===== config.mk =====
export PLATFORM = sky130hd
export DESIGN_NAME = phys_free_list
export DESIGN_NICKNAME = d
export VERILOG_FILES = /design/src/rtl/phys_free_list_pkg.sv /design/src/rtl/phys_free_list_fl_check.sv /design/src/rtl/phys_free_list.sv
export SDC_FILE = /design/constraint.sdc
export NUM_CORES = 1
export LEC_CHECK = 0
export BUFFER_PORTS_ARGS = -buffer_cell sky130_fd_sc_hd__buf_2
export CORE_ASPECT_RATIO = 0.5
export CORE_MARGIN = 1.5
export CORE_UTILIZATION = 60
export CTS_BUF_LIST = sky130_fd_sc_hd__clkbuf_16
export DETAILED_ROUTE_END_ITERATION = 8
export PLACE_DENSITY_LB_ADDON = 0.1
export SYNTH_ARGS = -nofsm -noshare
export SYNTH_HDL_FRONTEND = slang
export SYNTH_SLANG_ARGS = --single-unit

===== constraint.sdc =====
create_clock -name clk -period 7.5 [get_ports clk]
set_input_delay 1.125 -clock clk [delete_from_list [all_inputs] [get_ports clk]]
set_output_delay 1.125 -clock clk [all_outputs]
set_load 0.05 [all_outputs]

===== src/rtl/phys_free_list_pkg.sv =====
// Shared types and sizing for the physical-register free list.
// Holds the ROB entry fields that the free list reads and the consumes_reg() predicate.
package phys_free_list_pkg;

    localparam int NUM_PHYS = 64;
    localparam int NUM_ARCH = 32;
    localparam int PHYS_W   = $clog2(NUM_PHYS);
    localparam int ARCH_W   = $clog2(NUM_ARCH);
    // The depth must be a power of two so that the head pointers can wrap naturally.
    localparam int FL_DEPTH = NUM_PHYS - NUM_ARCH;
    localparam int FL_W     = $clog2(FL_DEPTH);
    localparam int CNT_W    = FL_W + 1;

    typedef logic [PHYS_W-1:0] preg_t;
    typedef logic [ARCH_W-1:0] areg_t;

    typedef struct packed {
        logic  uses_rd;
        areg_t rd_arch;
        preg_t pd_old;
        preg_t pd_new;
    } rob_entry_t;

    // Writes to x0 never take a physical register.
    function automatic logic consumes_reg(input rob_entry_t e);
        return e.uses_rd && (e.rd_arch != '0);
    endfunction

endpackage


===== src/rtl/phys_free_list_fl_check.sv =====
// Consistency checker for the free list: it tracks which physical registers are free.
// It raises a sticky fl_error on a double free, a push of p0, a walk-back mismatch or a counter saturation.
module phys_free_list_fl_check
    import phys_free_list_pkg::*;
(
    input  logic            clk,
    input  logic            rst_n,
    input  logic            alloc_fire,
    input  logic            commit_push,
    input  preg_t           commit_preg,
    input  logic            recover_pop,
    input  preg_t           recover_preg,
    input  logic            flush_valid,
    input  logic [FL_W-1:0] spec_head,
    input  logic [FL_W-1:0] retire_head,
    input  preg_t           slots [FL_DEPTH],
    input  logic            cnt_sat,
    output logic            fl_error
);

    logic [NUM_PHYS-1:0] in_free;
    logic [NUM_PHYS-1:0] in_free_nxt;
    logic [FL_W-1:0]     spec_prev;
    logic [FL_W-1:0]     idx;
    preg_t               slot_val;
    logic                err_now;

    assign spec_prev = spec_head - FL_W'(1);

    always_comb begin
        // NOTE: every variable gets a default first, so that no path can infer a latch.
        in_free_nxt = in_free;
        err_now     = cnt_sat;
        idx         = '0;
        slot_val    = '0;

        if (alloc_fire)
            in_free_nxt[slots[spec_head]] = 1'b0;

        if (commit_push) begin
            if (in_free[commit_preg] || (commit_preg == '0))
                err_now = 1'b1;
            in_free_nxt[commit_preg] = 1'b1;
        end

        if (recover_pop) begin
            if ((recover_preg != slots[spec_prev]) || in_free[recover_preg] || (recover_preg == '0))
                err_now = 1'b1;
            in_free_nxt[recover_preg] = 1'b1;
        end

        // After a flush, every slot of the committed window holds a free register.
        // This includes the slot that a same-cycle commit writes.
        if (flush_valid) begin
            in_free_nxt = '0;
            for (int k = 0; k < FL_DEPTH; k++) begin
                idx      = retire_head + FL_W'(k);
                slot_val = (commit_push && (idx == retire_head)) ? commit_preg : slots[idx];
                in_free_nxt[slot_val] = 1'b1;
            end
        end
    end

    always_ff @(posedge clk or negedge rst_n) begin
        if (!rst_n) begin
            in_free  <= {{FL_DEPTH{1'b1}}, {NUM_ARCH{1'b0}}};
            fl_error <= 1'b0;
        end else begin
            in_free <= in_free_nxt;
            if (err_now)
                fl_error <= 1'b1;
        end
    end

endmodule


===== src/rtl/phys_free_list.sv =====
// Circular free list of physical destination registers for rename: it allocates, reclaims on commit, walks back and flushes.
// Build with FREE_LIST_CHECK_EN defined to add the fl_error consistency checker.
module phys_free_list
    import phys_free_list_pkg::*;
#(
    parameter int PHYS_W_P = PHYS_W
) (
    input  logic                clk,
    input  logic                rst_n,
    input  logic                alloc_req,
    output logic                alloc_ready,
    output logic [PHYS_W_P-1:0] alloc_preg,
    input  logic                commit_fire,
    input  rob_entry_t          commit_entry,
    input  logic                recover_valid,
    input  rob_entry_t          recover_entry,
    input  logic                flush_valid,
    output logic [CNT_W-1:0]    free_count
`ifdef FREE_LIST_CHECK_EN
    ,
    output logic                fl_error
`endif
);

    localparam int CNTX_W = CNT_W + 1;

    preg_t            mem [FL_DEPTH];
    logic [FL_W-1:0]  spec_head;
    logic [FL_W-1:0]  retire_head;
    logic [FL_W-1:0]  retire_head_nxt;
    logic [CNT_W-1:0] spec_count;
    logic [CNT_W-1:0] spec_count_nxt;
    logic             alloc_fire;
    logic             commit_push;
    logic             recover_pop;
    logic [CNTX_W-1:0] cnt_up;
    logic [CNTX_W-1:0] cnt_net;
    logic             cnt_underflow;
    logic             cnt_overflow;
    logic             unused_pd_new;

    assign unused_pd_new = ^{commit_entry.pd_new, recover_entry.pd_new};

    assign alloc_ready = (spec_count != '0) && !recover_valid && !flush_valid;
    assign alloc_preg  = PHYS_W_P'(mem[spec_head]);
    assign free_count  = spec_count;

    assign alloc_fire  = alloc_req && alloc_ready;
    assign commit_push = commit_fire && consumes_reg(commit_entry);
    // A flush squashes any walk-back step in the same cycle.
    assign recover_pop = recover_valid && consumes_reg(recover_entry) && !flush_valid;

    // The committed state always holds exactly FL_DEPTH free registers, so retire_head is also the push slot.
    assign retire_head_nxt = retire_head + FL_W'(commit_push);

    always_comb begin
        cnt_up        = {1'b0, spec_count} + CNTX_W'(commit_push) + CNTX_W'(recover_pop);
        cnt_underflow = alloc_fire && (cnt_up == '0);
        cnt_net       = cnt_up - CNTX_W'(alloc_fire);
        cnt_overflow  = !cnt_underflow && (cnt_net > CNTX_W'(FL_DEPTH));
        if (cnt_underflow)
            spec_count_nxt = '0;
        else if (cnt_overflow)
            spec_count_nxt = CNT_W'(FL_DEPTH);
        else
            spec_count_nxt = cnt_net[CNT_W-1:0];
    end

    always_ff @(posedge clk or negedge rst_n) begin
        if (!rst_n) begin
            // NOTE: the storage array is reset here, because its reset contents are the initial free list.
            for (int i = 0; i < FL_DEPTH; i++)
                mem[i] <= preg_t'(NUM_ARCH + i);
            spec_head   <= '0;
            retire_head <= '0;
            spec_count  <= CNT_W'(FL_DEPTH);
        end else begin
            // NOTE: all state updates are non-blocking, so every branch reads the values from before the edge.
            if (commit_push)
                mem[retire_head] <= commit_entry.pd_old;
            retire_head <= retire_head_nxt;
            if (flush_valid) begin
                spec_head  <= retire_head_nxt;
                spec_count <= CNT_W'(FL_DEPTH);
            end else begin
                spec_head  <= spec_head + FL_W'(alloc_fire) - FL_W'(recover_pop);
                spec_count <= spec_count_nxt;
            end
        end
    end

`ifdef FREE_LIST_CHECK_EN
    phys_free_list_fl_check u_fl_check (
        .clk          (clk),
        .rst_n        (rst_n),
        .alloc_fire   (alloc_fire),
        .commit_push  (commit_push),
        .commit_preg  (commit_entry.pd_old),
        .recover_pop  (recover_pop),
        .recover_preg (recover_entry.pd_new),
        .flush_valid  (flush_valid),
        .spec_head    (spec_head),
        .retire_head  (retire_head),
        .slots        (mem),
        .cnt_sat      (!flush_valid && (cnt_underflow || cnt_overflow)),
        .fl_error     (fl_error)
    );
`endif

endmodule


* Word level (Yosys, flattened, before mapping)
Index checks and enable logic that the tools add are counted.
** Operators by class
- $lt $le $gt $ge :: 4
- Add/subtract/negate cells :: 6
- Muxes and demuxes :: 10
- Reduce and logical (&&, ||, !) cells :: 18
- Bitwise operators :: 2
** Operator list (number)
- $bwmux W192 :: 1
- $mux W6 :: 6
- $bmux W6 S5 :: 1
- $demux W6 S5 :: 1
- $ge A6 B6 Y1 const B :: 2
- $not A5 Y6 :: 2
- $logic_and A1 B1 Y1 :: 11
- $add A5 B1 Y5 :: 2
- $reduce_bool A5 Y1 :: 2
- $add A6 B1 Y7 :: 1
- $add A7 B1 Y7 :: 1
- $gt A7 B6 Y1 const B :: 1
- $logic_not A7 Y1 :: 1
- $sub A7 B1 Y7 :: 1
- $lt A6 B1 Y1 const B :: 1
- $reduce_bool A6 Y1 :: 1
- $mux W5 :: 1
- $sub A5 B1 Y5 :: 1
- $logic_not A1 Y1 :: 3
** Storage, ports and cells
- Input bits :: 42
- Word-level logic and storage cells :: 75
- Output and inout port bits :: 13
- Bits in registers :: 208

* Logic depth before layout (Yosys ltp)
- Depth after elaboration :: 12
- Gate-level depth with buffers :: 14

* Least setup slack after synthesis
Ideal clock, no wire load.
- Path kind :: input to register
- Start :: input port commit_entry[12] (netlist name)
- End :: register spec_count[5], in the netlist free_count[5]
- Stages on the path :: 12
- Path buffers :: 0
- Setup slack :: 3.375 ns
- Arrival :: 4.047 ns
- Library setup time :: 0.078 ns
- Required time :: 7.422 ns
- Cell sequence :: or4_1 -> o211ai_2 -> inv_2 -> fa_1 -> ha_1 -> inv_1 -> ha_1 -> inv_1 -> a31oi_1 -> a21oi_1 -> or3b_2 -> a31o_2
** On the way
- Cells in the longest elaborated chain, start to end :: 12
- Elaborated cells between the ends (all ways) :: 14
** RTL lines
- start, declared :: RTL line phys_free_list.sv:14 : input rob_entry_t commit_entry,
- $reduce_bool A5 Y1 * :: RTL line phys_free_list_pkg.sv:26 : return e.uses_rd && (e.rd_arch != '0);
- $logic_and A1 B1 Y1 * :: RTL line phys_free_list_pkg.sv:26
- $logic_and A1 B1 Y1 * :: RTL line phys_free_list.sv:49 : assign commit_push = commit_fire && consumes_reg(commit_entry);
- $add A6 B1 Y7 * :: RTL line phys_free_list.sv:57 : cnt_up = {1'b0, spec_count} + CNTX_W'(commit_push) + CNTX_W'(recover_pop);
- $add A7 B1 Y7 * :: RTL line phys_free_list.sv:57
- branches (longest 5 deep; another with $sub A7 B1 Y7)
- $mux W6 * :: RTL line phys_free_list.sv:61 : if (cnt_underflow)
- $mux W6 * :: RTL line phys_free_list.sv:82 : if (flush_valid) begin
- end signal, assigned :: RTL line phys_free_list.sv:76 : spec_count <= CNT_W'(FL_DEPTH);
- end signal, assigned :: RTL line phys_free_list.sv:84 : spec_count <= CNT_W'(FL_DEPTH);
- end signal, assigned :: RTL line phys_free_list.sv:87 : spec_count <= spec_count_nxt;
- end, declared :: RTL line phys_free_list.sv:31 : logic [CNT_W-1:0] spec_count;
Every way passes the cells marked *.
A chain may end at the register's enable or synchronous reset.

* Worst setup path in the final report
- Start :: register spec_head[0]
- End :: output port alloc_preg[4]
** On the way
- Cells in the longest elaborated chain, start to end :: 4
** RTL lines
- start, declared :: RTL line phys_free_list.sv:28 : logic [FL_W-1:0] spec_head;
- start signal, assigned :: RTL line phys_free_list.sv:83 : spec_head <= retire_head_nxt;
- start signal, assigned :: RTL line phys_free_list.sv:86 : spec_head <= spec_head + FL_W'(alloc_fire) - FL_W'(recover_pop);
- $not A5 Y6 (not written as such) :: RTL line phys_free_list.sv:45 : assign alloc_preg = PHYS_W_P'(mem[spec_head]);
- $bmux W6 S5 :: RTL line phys_free_list.sv:45
- $mux W6 (not written as such) (2 in a row) :: RTL line phys_free_list.sv:45
- end, declared :: RTL line phys_free_list.sv:12 : output logic [PHYS_W_P-1:0] alloc_preg,
No other way between the ends. The select of a mux whose other input is x is not followed.

==> impl_metrics.prom <==
# TYPE chip_impl_metric gauge
chip_impl_metric{name="final.min_clock_period",unit="ns"} 4.552
chip_impl_info{name="cts_tree",value="done"} 1
chip_impl_metric{name="clk_pin_slew_worst_paths",unit="ns"} 0.06
chip_impl_metric{name="grt_pass1_wl",unit="mm"} 34.56
chip_impl_metric{name="finalClockSkew",unit="ns"} 0.01475
chip_impl_metric{name="syn_avg_cell_area",unit="um^2"} 15.15
chip_impl_metric{name="syn-cell-area",unit="um^2"} 10300
chip_impl_info{name="ys_dominant_reg_cell",value="sky130_fd_sc_hd__dfstp_2"} 1
chip_impl_metric{name="synth-async-reset-ratio",unit=""} 1.000
chip_impl_metric{name="maximum_frequency_from_static_timing_analysis",unit="MHz"} 219.7
chip_impl_metric{name="vias",unit=""} 5912
chip_impl_metric{name="drt-total-wl",unit="mm"} 21.78
chip_impl_metric{name="tritoncts.num_buffers",unit=""} 19
chip_impl_metric{name="ioPinCount",unit=""} 55
chip_impl_metric{name="final-hold-violation-count",unit=""} 0
chip_impl_metric{name="floorplan.core_area",unit="um^2"} 16600
chip_impl_metric{name="yosys.cell_types.count",unit=""} 52
chip_impl_info{name="layout.cells.most_common_list",value="sky130_fd_sc_hd__mux2_2, sky130_fd_sc_hd__dfstp_2, sky130_fd_sc_hd__dfrtp_1"} 1
chip_impl_metric{name="synth.yosys.seq_area_share",unit=""} 0.5191
chip_impl_metric{name="io_buffers",unit=""} 36
chip_impl_metric{name="n_diodes",unit=""} 0
chip_impl_info{name="timing.critical_path.from",value="spec_head[0]"} 1
chip_impl_metric{name="slew_violations",unit=""} 0
chip_impl_metric{name="fraction_of_the_mapped_netlist_area_in_compound_gates",unit=""} 0.02406
chip_impl_metric{name="synth_xor_xnor_area_share",unit=""} 0.01191
chip_impl_metric{name="fraction_of_the_cycle_the_final_worst_path_needs",unit=""} 0.6069
chip_impl_info{name="timing.rr.start",value="free_count[0]"} 1
chip_impl_metric{name="critical_path_rt",unit="ns"} 6.38
chip_impl_info{name="run_status",value="completed"} 1
chip_impl_metric{name="rows",unit=""} 33
chip_impl_metric{name="cts_max_level",unit=""} 1
chip_impl_metric{name="grt_antenna_before_repair",unit=""} 0
chip_impl_metric{name="fraction_of_layout_instances_using_a_drive_strength_above_1",unit=""} 0.6167
chip_impl_metric{name="dp_wirelength",unit="mm"} 13.74
chip_impl_metric{name="die_area",unit="um^2"} 18010
chip_impl_info{name="cp-end-kind",value="output port"} 1
chip_impl_metric{name="timing.setup.tns",unit="ns"} 0
chip_impl_metric{name="synth-edff-count",unit=""} 0
chip_impl_info{name="cts.root.buffer_cell",value="sky130_fd_sc_hd__clkbuf_16"} 1
chip_impl_metric{name="detail_route.wl_per_cell",unit="um"} 23.32
chip_impl_metric{name="grt.total_usage",unit=""} 0.2570
chip_impl_info{name="crit_type",value="flip-flop to output port"} 1
chip_impl_metric{name="first_global_vias",unit=""} 5978
chip_impl_metric{name="synth-seq-cells",unit=""} 208
chip_impl_metric{name="synth_simple_gate_area_share",unit=""} 0.04787
chip_impl_metric{name="final_cell_area",unit="um^2"} 11160
chip_impl_metric{name="route.antenna.remaining_nets",unit=""} 0
chip_impl_metric{name="placed_cell_area",unit="um^2"} 10600
chip_impl_metric{name="cts_resized",unit=""} 0
chip_impl_metric{name="design.final.nets",unit=""} 748
chip_impl_metric{name="clock_tree.buffer_depth",unit=""} 3
chip_impl_metric{name="gp_routability_congestion",unit=""} 0.9047
chip_impl_metric{name="power_per_cell_area",unit="nW/um^2"} 371.2
chip_impl_metric{name="maxSlewHeadroom",unit=""} 0.3748
chip_impl_info{name="worstSetupStartpointType",value="flip-flop"} 1
chip_impl_metric{name="yosys_warnings",unit=""} 0
chip_impl_info{name="dominant_combinational_cell_family_by_area_after_synthesis",value="multiplexers"} 1
chip_impl_metric{name="number_of_remaining_drc_errors",unit=""} 0
chip_impl_metric{name="synth.mux.area_fraction",unit=""} 0.3554
chip_impl_metric{name="pre_repair_dr_iteration_count",unit=""} 5
chip_impl_metric{name="clock-sinks",unit=""} 208
chip_impl_metric{name="worst-slew-pin-transition",unit="ns"} 0.9306
chip_impl_metric{name="grt_overflow",unit=""} 0
chip_impl_metric{name="synthCells",unit=""} 680
chip_impl_metric{name="first_iter_violations",unit=""} 381
chip_impl_info{name="layout_commonest_cell",value="sky130_fd_sc_hd__mux2_2"} 1
chip_impl_metric{name="cts_hold_buffers",unit=""} 0
chip_impl_metric{name="crit_path_max_fanout",unit=""} 36
chip_impl_metric{name="timing.max_cap.violations",unit=""} 0
chip_impl_metric{name="effective_utilization_at_floorplan",unit=""} 0.6205
chip_impl_metric{name="die_h",unit="um"} 95.64
chip_impl_metric{name="synth_fa_ha_area_frac",unit=""} 0.01604
chip_impl_metric{name="setup-violations-final",unit=""} 0
chip_impl_metric{name="chipWidth",unit="um"} 188.3
chip_impl_metric{name="post_cts_buffers",unit=""} 0
chip_impl_info{name="grt_setup_unrepaired",value="no"} 1
chip_impl_metric{name="peakVddDrop",unit="V"} 0.0001961
chip_impl_metric{name="clock_latency",unit="ns"} 0.50
chip_impl_metric{name="finalPower",unit="mW"} 4.144
chip_impl_metric{name="detail_route.vias_per_cell",unit=""} 6.330
chip_impl_metric{name="flow.area_growth_from_synthesis",unit="%"} 8.395
chip_impl_metric{name="grt_max_degree",unit=""} 78
chip_impl_metric{name="worst-endpoint-arrival",unit="ns"} 3.43
chip_impl_metric{name="synth.net_count",unit=""} 734
chip_impl_metric{name="p_leak",unit="nW"} 4.740
chip_impl_info{name="worst_hold_path_type",value="flip-flop to flip-flop"} 1
chip_impl_info{name="holdCritStartpoint",value="mem[150]"} 1
-- cells in the mapped netlist, types with 3 or more instances --
| library cell | number | share of area |
|---|---|---|
| sky130_fd_sc_hd__a211oi_1 | 3 | 0.0022 |
| sky130_fd_sc_hd__xor2_1 | 5 | 0.0043 |
| sky130_fd_sc_hd__inv_1 | 14 | 0.0051 |
| sky130_fd_sc_hd__a21oi_1 | 5 | 0.0024 |
| sky130_fd_sc_hd__nand2_1 | 26 | 0.0095 |
| sky130_fd_sc_hd__o21ai_0 | 6 | 0.0029 |
| sky130_fd_sc_hd__nand3b_1 | 6 | 0.0044 |
| sky130_fd_sc_hd__clkbuf_1 | 29 | 0.011 |
| sky130_fd_sc_hd__or4_1 | 5 | 0.0036 |
| sky130_fd_sc_hd__dfstp_2 | 113 | 0.29 |
| sky130_fd_sc_hd__buf_1 | 3 | 0.0011 |
| sky130_fd_sc_hd__mux2_1 | 4 | 0.0044 |
| sky130_fd_sc_hd__mux2_2 | 169 | 0.18 |
| sky130_fd_sc_hd__xnor2_1 | 9 | 0.0077 |
| sky130_fd_sc_hd__mux2_4 | 24 | 0.035 |
| sky130_fd_sc_hd__nand4_1 | 4 | 0.0024 |
| sky130_fd_sc_hd__nor4_1 | 5 | 0.0030 |
| sky130_fd_sc_hd__buf_2 | 13 | 0.0063 |
| sky130_fd_sc_hd__mux4_2 | 60 | 0.13 |
| sky130_fd_sc_hd__nand3_1 | 6 | 0.0029 |
| sky130_fd_sc_hd__nor3b_1 | 5 | 0.0036 |
| sky130_fd_sc_hd__a31oi_1 | 4 | 0.0024 |
| sky130_fd_sc_hd__ha_1 | 10 | 0.012 |
| sky130_fd_sc_hd__dfrtp_1 | 95 | 0.23 |
| sky130_fd_sc_hd__nor2b_1 | 5 | 0.0030 |
| sky130_fd_sc_hd__nor2_1 | 19 | 0.0069 |
-- flip-flops by register name, indices dropped and copies added, names as in the netlist --
register / cells
free_count: 6
mem: 192
retire_head: 5
spec_head: 5
-- power breakdown --
part	leakage (nW)	total (mW)	switching (mW)	internal, mW
registers	2.42	1.87	0.296	1.57
clock network	0.302	0.907	0.412	0.495
logic	2.02	1.37	0.621	0.747
-- metal layers --
metal,routed length (um),up-vias,global-route usage
li1,-,2566,-
met1,10480,3196,0.3856
met2,10030,123,0.4038
met3,896,27,0.03938
met4,365,0,0.05067
met5,0,-,0
-- through the flow --
step	utilization	instances	worst slack, ns	hold slack, ns
after CTS	0.6725	934	2.873	0.5015
after detailed placement	0.6386	900	2.697	0.4865
final	0.6725	934	2.948	0.5017
after floorplan	-	680	3.375	0.4595
after global placement	0.6386	900	2.779	0.4696
after global routing	0.6725	934	2.780	0.5101
-- area by class of cell --
cell class                 instances  area (um^2)
clock buffer                      19        475.5
clock inverter                    15        88.84
fill                            1170         5435
inverter                          15        56.30
multi-input combinational        410         4688
sequential                       208         5351
tap                              227        284.0
timing repair buffer              40        219.0
-- worst max-delay path, cell delays in order, from the launching register on --
cell and delay [ns]:
sky130_fd_sc_hd__dfrtp_4 0.93, sky130_fd_sc_hd__buf_4 0.44, sky130_fd_sc_hd__mux4_2 0.58, sky130_fd_sc_hd__mux4_2 0.49, sky130_fd_sc_hd__mux2_2 0.28, sky130_fd_sc_hd__buf_2 0.21
-- cell families after synthesis --
family / after synthesis
AO/OA/AOI/OAI: 34
multiplexers: 257
buffers and inverters: 62
AND/OR/NAND/NOR: 93
XOR/XNOR: 14
flip-flops: 208
adder cells (fa/ha/maj): 12
-- worst paths after layout --
path,to,slack (ns),cells after the start
min in group asynchronous,mem[69],0.64,1
worst min register to register,mem[150],0.50,1
worst max-delay path,alloc_preg[4],2.95,5
worst min-delay path,mem[150],0.50,1
worst max register to register,free_count[1],4.42,6
max in group asynchronous,spec_head[0],5.46,2
No activity file was read; power rests on OpenSTA's default activity.
